===== config.mk =====
export PLATFORM = sky130hd
export DESIGN_NAME = inst_mem_loader
export DESIGN_NICKNAME = d
export VERILOG_FILES = /design/src/rtl/inst_mem_loader_pkg.sv /design/src/rtl/inst_mem_loader_byte_to_word_packer.sv /design/src/rtl/inst_mem_loader.sv
export SDC_FILE = /design/constraint.sdc
export NUM_CORES = 1
export LEC_CHECK = 0
export BUFFER_PORTS_ARGS = -buffer_cell sky130_fd_sc_hd__buf_4
export CORE_MARGIN = 1
export CORE_UTILIZATION = 50
export CTS_CLUSTER_DIAMETER = 50
export DETAILED_ROUTE_END_ITERATION = 10
export PLACE_DENSITY = 0.88
export SLEW_MARGIN = 25
export SYNTH_ARGS = -nofsm -noshare
export SYNTH_HDL_FRONTEND = slang
export SYNTH_SLANG_ARGS = --single-unit

===== constraint.sdc =====
create_clock -name clk -period 1.9 [get_ports clk]
set_input_delay 0.19 -clock clk [delete_from_list [all_inputs] [get_ports clk]]
set_output_delay 0.19 -clock clk [all_outputs]
set_load 0.005 [all_outputs]

===== src/rtl/inst_mem_loader_pkg.sv =====
// Shared constants and state encoding for the boot-time instruction loader.
// ROM_SIZE is also the instruction memory depth.
package inst_mem_loader_pkg;

  localparam int ROM_SIZE   = 32;
  localparam int LEN_W      = 8;
  localparam int ADDR_SHIFT = 2;

  typedef enum logic [2:0] {
    ST_IDLE = 3'd0,
    ST_LEN  = 3'd1,
    ST_DATA = 3'd2,
    ST_CHK  = 3'd3,
    ST_DONE = 3'd4,
    ST_ERR  = 3'd5
  } state_e;

endpackage


===== src/rtl/inst_mem_loader_byte_to_word_packer.sv =====
// Packs big-endian bytes into 32-bit words.
// Emits a one-cycle word_valid the cycle after the 4th byte.
module byte_to_word_packer (
  input  logic        clk,
  input  logic        rst_n,
  input  logic        clr_i,
  input  logic        byte_en_i,
  input  logic [7:0]  byte_i,
  output logic        last_o,
  output logic        word_valid_o,
  output logic [31:0] word_o
);

  logic [23:0] sh_q, sh_d;
  logic [1:0]  cnt_q, cnt_d;
  logic        vld_q, vld_d;
  logic [31:0] word_q, word_d;

  always_comb begin
    sh_d   = sh_q;
    cnt_d  = cnt_q;
    vld_d  = 1'b0;
    word_d = word_q;
    if (clr_i) begin
      cnt_d = 2'd0;
    end else if (byte_en_i) begin
      sh_d  = {sh_q[15:0], byte_i};
      cnt_d = cnt_q + 2'd1;
      if (cnt_q == 2'd3) begin
        word_d = {sh_q, byte_i};
        vld_d  = 1'b1;
      end
    end
  end

  always_ff @(posedge clk or negedge rst_n) begin
    if (!rst_n) begin
      sh_q   <= '0;
      cnt_q  <= '0;
      vld_q  <= 1'b0;
      word_q <= '0;
    end else begin
      sh_q   <= sh_d;
      cnt_q  <= cnt_d;
      vld_q  <= vld_d;
      word_q <= word_d;
    end
  end

  assign last_o       = (cnt_q == 2'd3);
  assign word_valid_o = vld_q;
  assign word_o       = word_q;

endmodule


===== src/rtl/inst_mem_loader.sv =====
// Boot loader: framed byte stream (len, words, checksum) into instruction RAM.
// Holds the CPU in reset until a checksum-valid image is written.
module inst_mem_loader #(
  parameter int ROM_SIZE = inst_mem_loader_pkg::ROM_SIZE,
  parameter int LEN_W    = inst_mem_loader_pkg::LEN_W
) (
  input  logic             clk,
  input  logic             rst_n,
  input  logic             start,
  input  logic             byte_valid,
  input  logic [7:0]       byte_data,
  output logic             byte_ready,
  output logic             wr_en,
  output logic [31:0]      wr_addr,
  output logic [31:0]      wr_data,
  output logic             cpu_hold,
  output logic             done,
  output logic             err,
  output logic [LEN_W-1:0] word_count
);

  import inst_mem_loader_pkg::*;

  state_e state_q, state_d;

  logic [LEN_W-1:0] wc_q, wc_d;
  logic [LEN_W-1:0] len_q, len_d;
  logic [7:0]       cs_q, cs_d;

  logic        fire;
  logic        start_ok;
  logic        pk_last;
  logic        pk_vld;
  logic [31:0] pk_word;
  logic        len_bad;
  logic        last_word;

  assign fire      = byte_valid & byte_ready;
  assign start_ok  = start & ((state_q == ST_IDLE) |
                              (state_q == ST_DONE) |
                              (state_q == ST_ERR));
  assign len_bad   = (byte_data == 8'd0) |
                     (int'(byte_data) > ROM_SIZE);
  assign last_word = pk_last & ((wc_q + 1'b1) == len_q);

  byte_to_word_packer u_pack (
    .clk          (clk),
    .rst_n        (rst_n),
    .clr_i        (start_ok),
    .byte_en_i    (fire & (state_q == ST_DATA)),
    .byte_i       (byte_data),
    .last_o       (pk_last),
    .word_valid_o (pk_vld),
    .word_o       (pk_word)
  );

  always_ff @(posedge clk or negedge rst_n) begin
    if (!rst_n) state_q <= ST_IDLE;
    else        state_q <= state_d;
  end

  always_comb begin
    state_d = state_q;
    unique case (state_q)
      ST_IDLE: if (start) state_d = ST_LEN;
      ST_LEN: begin
        if (fire) state_d = len_bad ? ST_ERR : ST_DATA;
      end
      ST_DATA: begin
        if (fire && last_word) state_d = ST_CHK;
      end
      ST_CHK: begin
        if (fire) state_d = (byte_data == cs_q) ? ST_DONE : ST_ERR;
      end
      ST_DONE: if (start) state_d = ST_LEN;
      ST_ERR:  if (start) state_d = ST_LEN;
      default: state_d = ST_IDLE;
    endcase
  end

  always_comb begin
    byte_ready = 1'b0;
    done       = 1'b0;
    err        = 1'b0;
    cpu_hold   = 1'b1;
    unique case (state_q)
      ST_LEN, ST_DATA, ST_CHK: byte_ready = 1'b1;
      ST_DONE: begin
        done     = 1'b1;
        cpu_hold = 1'b0;
      end
      ST_ERR:  err = 1'b1;
      default: ;
    endcase
  end

  // The final word's write lands in the first CHK cycle, never in ERR.
  assign wr_en      = pk_vld & (state_q != ST_ERR);
  assign wr_data    = pk_word;
  assign wr_addr    = 32'(wc_q) << ADDR_SHIFT;
  assign word_count = wc_q;

  always_comb begin
    wc_d  = wc_q;
    len_d = len_q;
    cs_d  = cs_q;
    if (start_ok) begin
      wc_d = '0;
      cs_d = '0;
    end else begin
      if (fire && state_q == ST_LEN)  len_d = LEN_W'(byte_data);
      if (fire && state_q == ST_DATA) cs_d  = cs_q + byte_data;
      if (wr_en)                      wc_d  = wc_q + 1'b1;
    end
  end

  always_ff @(posedge clk or negedge rst_n) begin
    if (!rst_n) begin
      wc_q  <= '0;
      len_q <= '0;
      cs_q  <= '0;
    end else begin
      wc_q  <= wc_d;
      len_q <= len_d;
      cs_q  <= cs_d;
    end
  end

endmodule


# [Yosys cells after proc, flatten, opt, wreduce, memory -nomap -nowiden]
# Index checks and enable logic that the tools add are counted.
[word_totals] regBits=86 in_bits=12 out_inout_bits=77 wordCells=68
[op_classes] n_addsub=3 n_lt_le_gt_ge=1 n_eq_ne=13 mux=20 n_bitwise=9 n_reduce_logical=14
[ops] cell="8-bit 2-to-1 mux" n=4
[ops] cell="8-bit equality test" n=2
[ops] cell="3-bit 2-to-1 mux" n=5
[ops] cell="3-bit case mux with 4 select lines" n=1
[ops] cell="8-bit by 1-bit adder with 8-bit output (second input constant)" n=1
[ops] cell="8-bit adder" n=1
[ops] cell="8-bit by 6-bit > comparator with 1-bit output (second input constant)" n=1
[ops] cell="8-bit zero test" n=1
[ops] cell="1-bit 2-to-1 mux" n=8
[ops] cell="3-bit by 2-bit equality test with 1-bit output (second input constant)" n=2
[ops] cell="3-bit equality test (second input constant)" n=2
[ops] cell="2-bit nonzero test" n=3
[ops] cell="3-bit OR reduction" n=2
[ops] cell="1-bit AND" n=5
[ops] cell="2-bit 2-to-1 mux" n=2
[ops] cell="2-bit by 1-bit != test with 1-bit output (second input constant)" n=2
[ops] cell="2-bit != test (second input constant)" n=2
[ops] cell="2-bit AND reduction" n=2
[ops] cell="4-bit AND reduction" n=1
[ops] cell="3-bit by 1-bit equality test with 1-bit output (second input constant)" n=1
[ops] cell="1-bit logical AND" n=3
[ops] cell="3-bit zero test" n=1
[ops] cell="3-bit != test (second input constant)" n=1
[ops] cell="1-bit OR" n=3
[ops] cell="4 further kinds" n=4

# [Logic depth before layout (Yosys ltp)]
# Gate-level depths: netlist (run 1).
[depth] ltp_word=7 depth_mapped=9 ltp_nobuf=9

# [Hierarchy]
# A second synthesis (run 1) with hierarchy kept.
[unflattened] hier_cells=362 area_unflattened_um2=4405.5
[modules_own_cells] module="byte_to_word_packer" n_inst=1 cells_each=129 area_per_inst_um2=2337.2
[modules_own_cells] module="inst_mem_loader" n_inst=1 cells_each=233 area_per_inst_um2=2068.2

# [Least setup slack after synthesis (run 1)]
# No wires, ideal clock.
[synth_path] path_kind="register -> register" from="register cs_q[0]" to="register cs_q[6]" setup_time_ns=0.122 arrival_ns=1.733 setup_slack_ns=0.046 stages_incl_launch_ff=10 period_less_slack_ns=1.854 cell_sequence="dfrtp_1 > ha_1 > inv_1 > fa_1 > nor2b_1 > o21ai_2 > a21boi_1 > o21a_1 > or3_1 > a32o_1"
[synth_via] elab_chain_len=3
[synth_lines] element="from (decl)" line="inst_mem_loader.sv:28" rtl="logic [7:0] cs_q, cs_d;"
[synth_lines] element="from (signal assigned)" line="inst_mem_loader.sv:125" rtl="cs_q <= cs_d;"
[synth_lines] element="8-bit adder" line="inst_mem_loader.sv:112" rtl="if (fire && state_q == ST_DATA) cs_d = cs_q + byte_data;"
[synth_lines] element="8-bit 2-to-1 mux" line="inst_mem_loader.sv:112"
[synth_lines] element="8-bit 2-to-1 mux" line="inst_mem_loader.sv:107" rtl="if (start_ok) begin"
# Every way passes these cells. The select of a mux whose other input is x is not followed.
# A chain may end at the register's enable or synchronous reset.

# [Final worst setup path (run 1)]
# Same ends and word-level chain as after synthesis.

==> run_results.csv, run 1 <==
group,metric,value,unit
synth,synth_warnings,0,
route,vias_per_cell,5.17,
synth,seq_area_frac_synth,49.4,%
synth,synth_ff_type,"dfrtp_1",
clocking,clock-sinks,86,
route,wl_per_cell,14.9,µm
synth,synth_top_family_by_area,"simple AND/OR/NAND/NOR gates",
global_routing,overflow,0,
global_routing,grt_use_total,20.2,%
synth,yosysUniqueCellTypes,50,
finish,final_cell_mix,"88 x nand2_1, 86 x dfrtp_1, 84 x buf_4",
finish,area_delta_synth_final,17.6,%
setup_path,required,2.16,ns
power_and_ir_drop,ir_drop,379,µV
route,wl,8720,µm
power_and_ir_drop,p_leak,2.74,nW
finish,layout-drive-gt1-share,32.2,%
global_routing,grt_max_degree,38,
sta,drv_slew,0,
setup_path,timing.rr.start,"cs_q[0]$_DFFE_PN0P_",
sta,rsz0062_at_grt,"yes",
synth,synth-simple-area-share,14.6,%
synth,netlist_area,4350,µm²
clocking,cts_inserted_buffers,9,
clocking,h-tree-depth,3,
finish,antennaDiodeCount,0,
sta,period_share,102,%
hold_path,hold_path_class,"input pin to flip-flop",
synth,synth_mux_area_share,13.1,%
power_and_ir_drop,p_total,4.38,mW
placement,place_hpwl,6120,µm
sta,tightest_slew,0.552,ns
synth,synth_fa_ha_area_share,3.05,%
setup_path,endpoint,"cs_q[6]$_DFFE_PN0P_",
floorplan,die_x,95.3,µm
sta,slew_headroom,62.8,%
clocking,cts_root_buf,"clkbuf_8",
sta,setup_viol_count_final,1,
floorplan,start_util,52.2,%
global_routing,grt_pass1_wl,13800,µm
synth,syn_inst,403,
floorplan,rows,33,
sta,timing.fmax,514,MHz
setup_path,reg2reg_to,"cs_q[6]$_DFFE_PN0P_",
setup_path,worstSetupStartpoint,"cs_q[0]$_DFFE_PN0P_",
clocking,clk_path_buf_depth,2,
floorplan,core,8340,µm²
clocking,clk_pin_slew,0.09,ns
outcome,status,"finished with violations",
route,ant_nets,0,
sta,setup_slack,-0.0463,ns
finish,final_common_cell,"nand2_1",
clocking,insertion_delay,0.37,ns
setup_path,critPathMaxFanout,2,
placement,place_ws,-0.0911,ns
setup_path,end_kind,"flip-flop",
global_routing,grt_pass1_vias,2791,
synth,synth_seq_cells,86,
synth,synth-compound-area-share,7.88,%
synth,async_flop_share,100,%
outcome,violations,"negative setup slack",
route,drt_iter0_markers,177,
setup_path,r2r_cells,9,
route,first_pass_iters,4,
setup_path,criticalPathCategory,"flip-flop to flip-flop",
placement,io_buffer_count,64,
run,drv_cap,0,
setup_path,cp.arrival,2.21,ns
clocking,cts_tree,"done",
finish,final_nets,499,
sta,fin_crit,1.95,ns
route,drcViolationCount,0,
synth,syn_avg_cell_area,10.8,µm²
route,vias,3037,
floorplan,dieHeight,95.3,µm
floorplan,dieArea,9080,µm²
synth,synthXorXnorAreaFrac,3.22,%
placement,place.gp.congestion,0.864,
sta,clock_skew,0.0131,ns
floorplan,ios,89,
sta,holdWs,0.0569,ns
sta,hold_viol,0,
global_routing,antenna_found_initial,0,
power_and_ir_drop,power.density,856,nW/µm²
synth,synth_edf_count,0,
setup_path,rrSetupSlack,-0.05,ns
setup_path,startpoint_type,"flip-flop",
-- cells in the mapped netlist, types with 5 or more instances --
cell type  instances  area (µm²)
nand2_1           88         330
dfrtp_1           86        2150
buf_4             35         263
mux2_4            27         405
o21ai_0           21         105
nor2_1            13        48.8
inv_1             12        45.0
mux2_2            11         124
ha_1               9         113
xnor2_1            9        78.8
nand3_1            7        35.0
xor2_1             7        61.3
a21oi_1            6        30.0
clkbuf_1           5        18.8
nor2b_1            5        31.3
-- critical path, cell delays in order, from the launching register on --
cell	delay (ns)
dfrtp_1	0.39
ha_2	0.19
inv_2	0.05
fa_2	0.21
nor2b_2	0.05
o21ai_2	0.15
a21boi_2	0.08
o21a_1	0.17
or3_1	0.31
a32o_1	0.25
-- power breakdown --
group	total, mW	internal, mW	leakage, nW	switching (mW)
clock network	1.26	0.534	0.0954	0.723
logic	0.946	0.454	1.47	0.492
registers	2.18	2.02	1.18	0.164
total	4.38	3.00	2.74	1.38
-- per-stage QoR --
stage               area, µm²  TNS [ns]  instances  utilization, %
detailed placement       4860   -0.0911        566            58.3
CTS                      5090   -0.0422        585            61.0
global route             5120    -0.167        587            61.4
finish                   5120   -0.0463        587            61.4
global placement         4860   -0.0126        566            58.3
floorplan                4440         0        426               -
-- worst min path at each step --
stage | depth (start not counted) | startpoint | endpoint | slack (ns)
after CTS | 2 | start | state_q[2]$_DFFE_PN0P_ | 0.05
after detailed placement | 1 | rst_n | u_pack.word_o[22]$_DFFE_PN0P_ | 0.17
after floorplan | 0 | rst_n | cs_q[0]$_DFFE_PN0P_ | -0.11
after global placement | 1 | rst_n | u_pack.word_o[29]$_DFFE_PN0P_ | 0.16
final | 2 | start | state_q[2]$_DFFE_PN0P_ | 0.06
after global routing | 2 | start | state_q[2]$_DFFE_PN0P_ | 0.06
-- kinds of logic (layout without fill, tap and decap cells) --
| kind of cell | count (synthesis) | in the layout |
|---|---|---|
| fa+ha+maj | 10 | 10 |
| mux | 42 | 42 |
| simple gates | 138 | 138 |
| flops | 86 | 86 |
| compound gates | 52 | 52 |
| other cells | 1 | 24 |
| buf+inv | 58 | 114 |
| xor+xnor | 16 | 16 |
-- routing by layer --
layer,up-vias,track usage [%],wire length [µm]
met5,-,0,0
met4,0,9.47,197
met3,14,3.59,398
met2,81,32.5,4270
met1,1473,26.4,3850
li1,1469,-,-
-- area by class of cell --
type                       instances  area (µm²)
sequential                        86        2150
tap                              105         131
timing repair buffer              86         661
multi-input combinational        282        1940
clock inverter                     6        53.8
fill                             630        3220
clock buffer                      10         138
inverter                          12        45.0
-- flip-flops by register name, indices dropped and copies added, names as in the netlist --
name / flops
u_pack.word_o: 32
cs_q: 8
state_q: 3
u_pack.word_valid_o: 1
len_q: 8
word_count: 8
u_pack.sh_q: 24
u_pack.cnt_q: 2
-- timing repair --
action / CTS / global route
endpoints found under the setup margin: 1 / 2
hold buffers: 1 / 0
pin swaps: 3 / 2
gates cloned: 0 / 0
resized for setup: 5 / 2
endpoints found under the hold margin: 33 / 0
buffers inserted: 2 / 2
Note: power is estimated with default switching activity, not from simulation.
==> run 2: changes to the inputs <==
==> constraint.sdc (replaced) <==
create_clock -name clk -period 1.9 [get_ports clk]
set_input_delay 0.095 -clock clk [delete_from_list [all_inputs] [get_ports clk]]
set_output_delay 0.095 -clock clk [all_outputs]
set_load 0.005 [all_outputs]
==> run_results.csv, run 2 (synthesis results as in run 1) <==
group,metric,value,unit
sta,setup_slack,-0.166,ns
sta,tightest_slew,0.642,ns
sta,drv_slew,0,
sta,slew_headroom,57.2,%
finish,area_delta_synth_final,19.0,%
route,ant_nets,0,
global_routing,grt_max_degree,51,
setup_path,path_buf_inv,1,
outcome,violations,"negative setup slack",
hold_path,hold_path_class,"input pin to flip-flop",
setup_path,reg2reg_to,"cs_q[6]$_DFFE_PN0P_",
setup_path,crit_slowest_cell,"dfrtp_1",
setup_path,end_kind,"flip-flop",
route,wl_per_cell,15.8,µm
clocking,clock-sinks,86,
sta,setup_viol_count_final,2,
route,vias,3218,
setup_path,worstPathCellList,"ha_2 -> inv_2 -> fa_2 -> nor2b_2 -> o21ai_2 -> a21boi_2 -> o21a_1 -> or3_1 -> a32o_1",
placement,place.gp.congestion,0.876,
placement,place_ws,-0.0554,ns
setup_path,rrSetupSlack,-0.17,ns
setup_path,required,2.14,ns
hold_path,min-delay-start,"byte_data[0]",
setup_path,critPathMaxFanout,2,
clocking,cts_inserted_buffers,9,
placement,place_hpwl,6340,µm
finish,postLayoutCoreUtil,62.1,%
floorplan,core,8340,µm²
route,drt_iter0_markers,321,
global_routing,grt_use_total,21.2,%
global_routing,antenna_found_initial,0,
global_routing,grt_pass1_vias,2999,
finish,largest_reg_flops,32,
route,vias_per_cell,5.45,
setup_path,criticalPathCategory,"flip-flop to flip-flop",
sta,rsz0062_at_grt,"yes",
sta,timing.fmax,484,MHz
clocking,clk_path_buf_depth,2,
setup_path,r2r_cells,9,
floorplan,rows,33,
setup_path,crit_family,"compound AO/OA/AOI/OAI gates",
sta,period_share,109,%
finish,antennaDiodeCount,0,
route,first_pass_iters,5,
clocking,insertion_delay,0.35,ns
floorplan,dieArea,9080,µm²
finish,fillerInstances,606,
power_and_ir_drop,p_leak,2.78,nW
finish,final_nets,503,
power_and_ir_drop,p_total,4.49,mW
floorplan,start_util,52.2,%
clocking,clk_pin_slew,0.08,ns
sta,fin_tns_setup,-0.211,ns
sta,hold_viol,0,
sta,fin_crit,2.07,ns
power_and_ir_drop,ir_drop,433,µV
floorplan,ios,89,
clocking,cts_tree,"done",
clocking,cts_root_buf,"clkbuf_8",
global_routing,overflow,0,
outcome,status,"finished with violations",
finish,final_common_cell,"nand2_1",
setup_path,timing.rr.start,"cs_q[0]$_DFFE_PN0P_",
setup_path,startpoint_type,"flip-flop",
setup_path,critPathMaxStageDelay,0.40,ns
hold_path,hold_end,"u_pack.sh_q[0]$_DFFE_PN0P_",
route,wl,9360,µm
hold_path,hold_depth,3,
floorplan,dieHeight,95.3,µm
floorplan,die_x,95.3,µm
route,drcViolationCount,0,
placement,io_buffer_count,64,
clocking,h-tree-depth,3,
global_routing,grt_pass1_wl,14700,µm
sta,clock_skew,0.00942,ns
setup_path,cp.arrival,2.30,ns
finish,layout-drive-gt1-share,32.9,%
finish,final_cell_mix,"88 x nand2_1, 86 x dfrtp_1, 85 x buf_4",
power_and_ir_drop,power.density,868,nW/µm²
run,drv_cap,0,
## run 2: power by group
group          total, mW  switching (mW)  internal (mW)  leakage, nW
Combinational       1.01           0.538          0.469         1.50
Clock               1.31           0.658          0.653        0.107
Sequential          2.17           0.157           2.02         1.18
## run 2: timing repair
item	in CTS	in global routing
buffers inserted	0	8
pin swaps	0	10
hold buffers	2	0
resized for setup	1	9
hold endpoints to repair	50	0
endpoints found under the setup margin	2	2
## run 2: worst max-delay path by stage
stage / start / to / slack (ns) / cells after the start
after floorplan: cs_q[0]$_DFFE_PN0P_ / cs_q[6]$_DFFE_PN0P_ / 0.05 / 9
after global placement: cs_q[0]$_DFFE_PN0P_ / cs_q[6]$_DFFE_PN0P_ / 0.02 / 9
after detailed placement: cs_q[0]$_DFFE_PN0P_ / cs_q[6]$_DFFE_PN0P_ / -0.06 / 9
after CTS: cs_q[0]$_DFFE_PN0P_ / cs_q[6]$_DFFE_PN0P_ / -0.07 / 9
after global routing: cs_q[0]$_DFFE_PN0P_ / cs_q[6]$_DFFE_PN0P_ / -0.25 / 9
final: cs_q[0]$_DFFE_PN0P_ / cs_q[6]$_DFFE_PN0P_ / -0.17 / 9
## run 2: per-layer routing
metal / share of wire [%] / GRT usage (%)
met2: 50 / 35.0
met4: 3.3 / 9.72
met1: 41 / 27.4
met5: 0 / 0
met3: 5.4 / 3.27
## run 2: final cells by class
cell class | count | area, µm² | area share, %
inverter | 12 | 45.0 | 0.870
clock inverter | 6 | 66.3 | 1.28
multi-input combinational | 282 | 1940 | 37.4
tap | 105 | 131 | 2.54
timing repair buffer | 90 | 709 | 13.7
clock buffer | 10 | 138 | 2.66
sequential | 86 | 2150 | 41.6
## run 2: worst register-to-register path, delay by kind of cell (launching register included)
family | cells | cell delay (ns)
AO/OA/AOI/OAI | 4 | 0.70
adder cells (fa/ha/maj) | 2 | 0.42
buffers and inverters | 1 | 0.07
flip-flops | 1 | 0.40
AND/OR/NAND/NOR | 2 | 0.36
## run 2: metrics by stage
step           instance area [µm²]  instances  hold WS (ns)
2_1_floorplan                 4440        426        -0.201
3_3_place_gp                  4870        565         0.148
3_5_place_dp                  4870        565         0.149
4_1_cts                       5090        583      -0.00750
5_1_grt                       5180        591       0.00765
6_report                      5180        591       0.00147
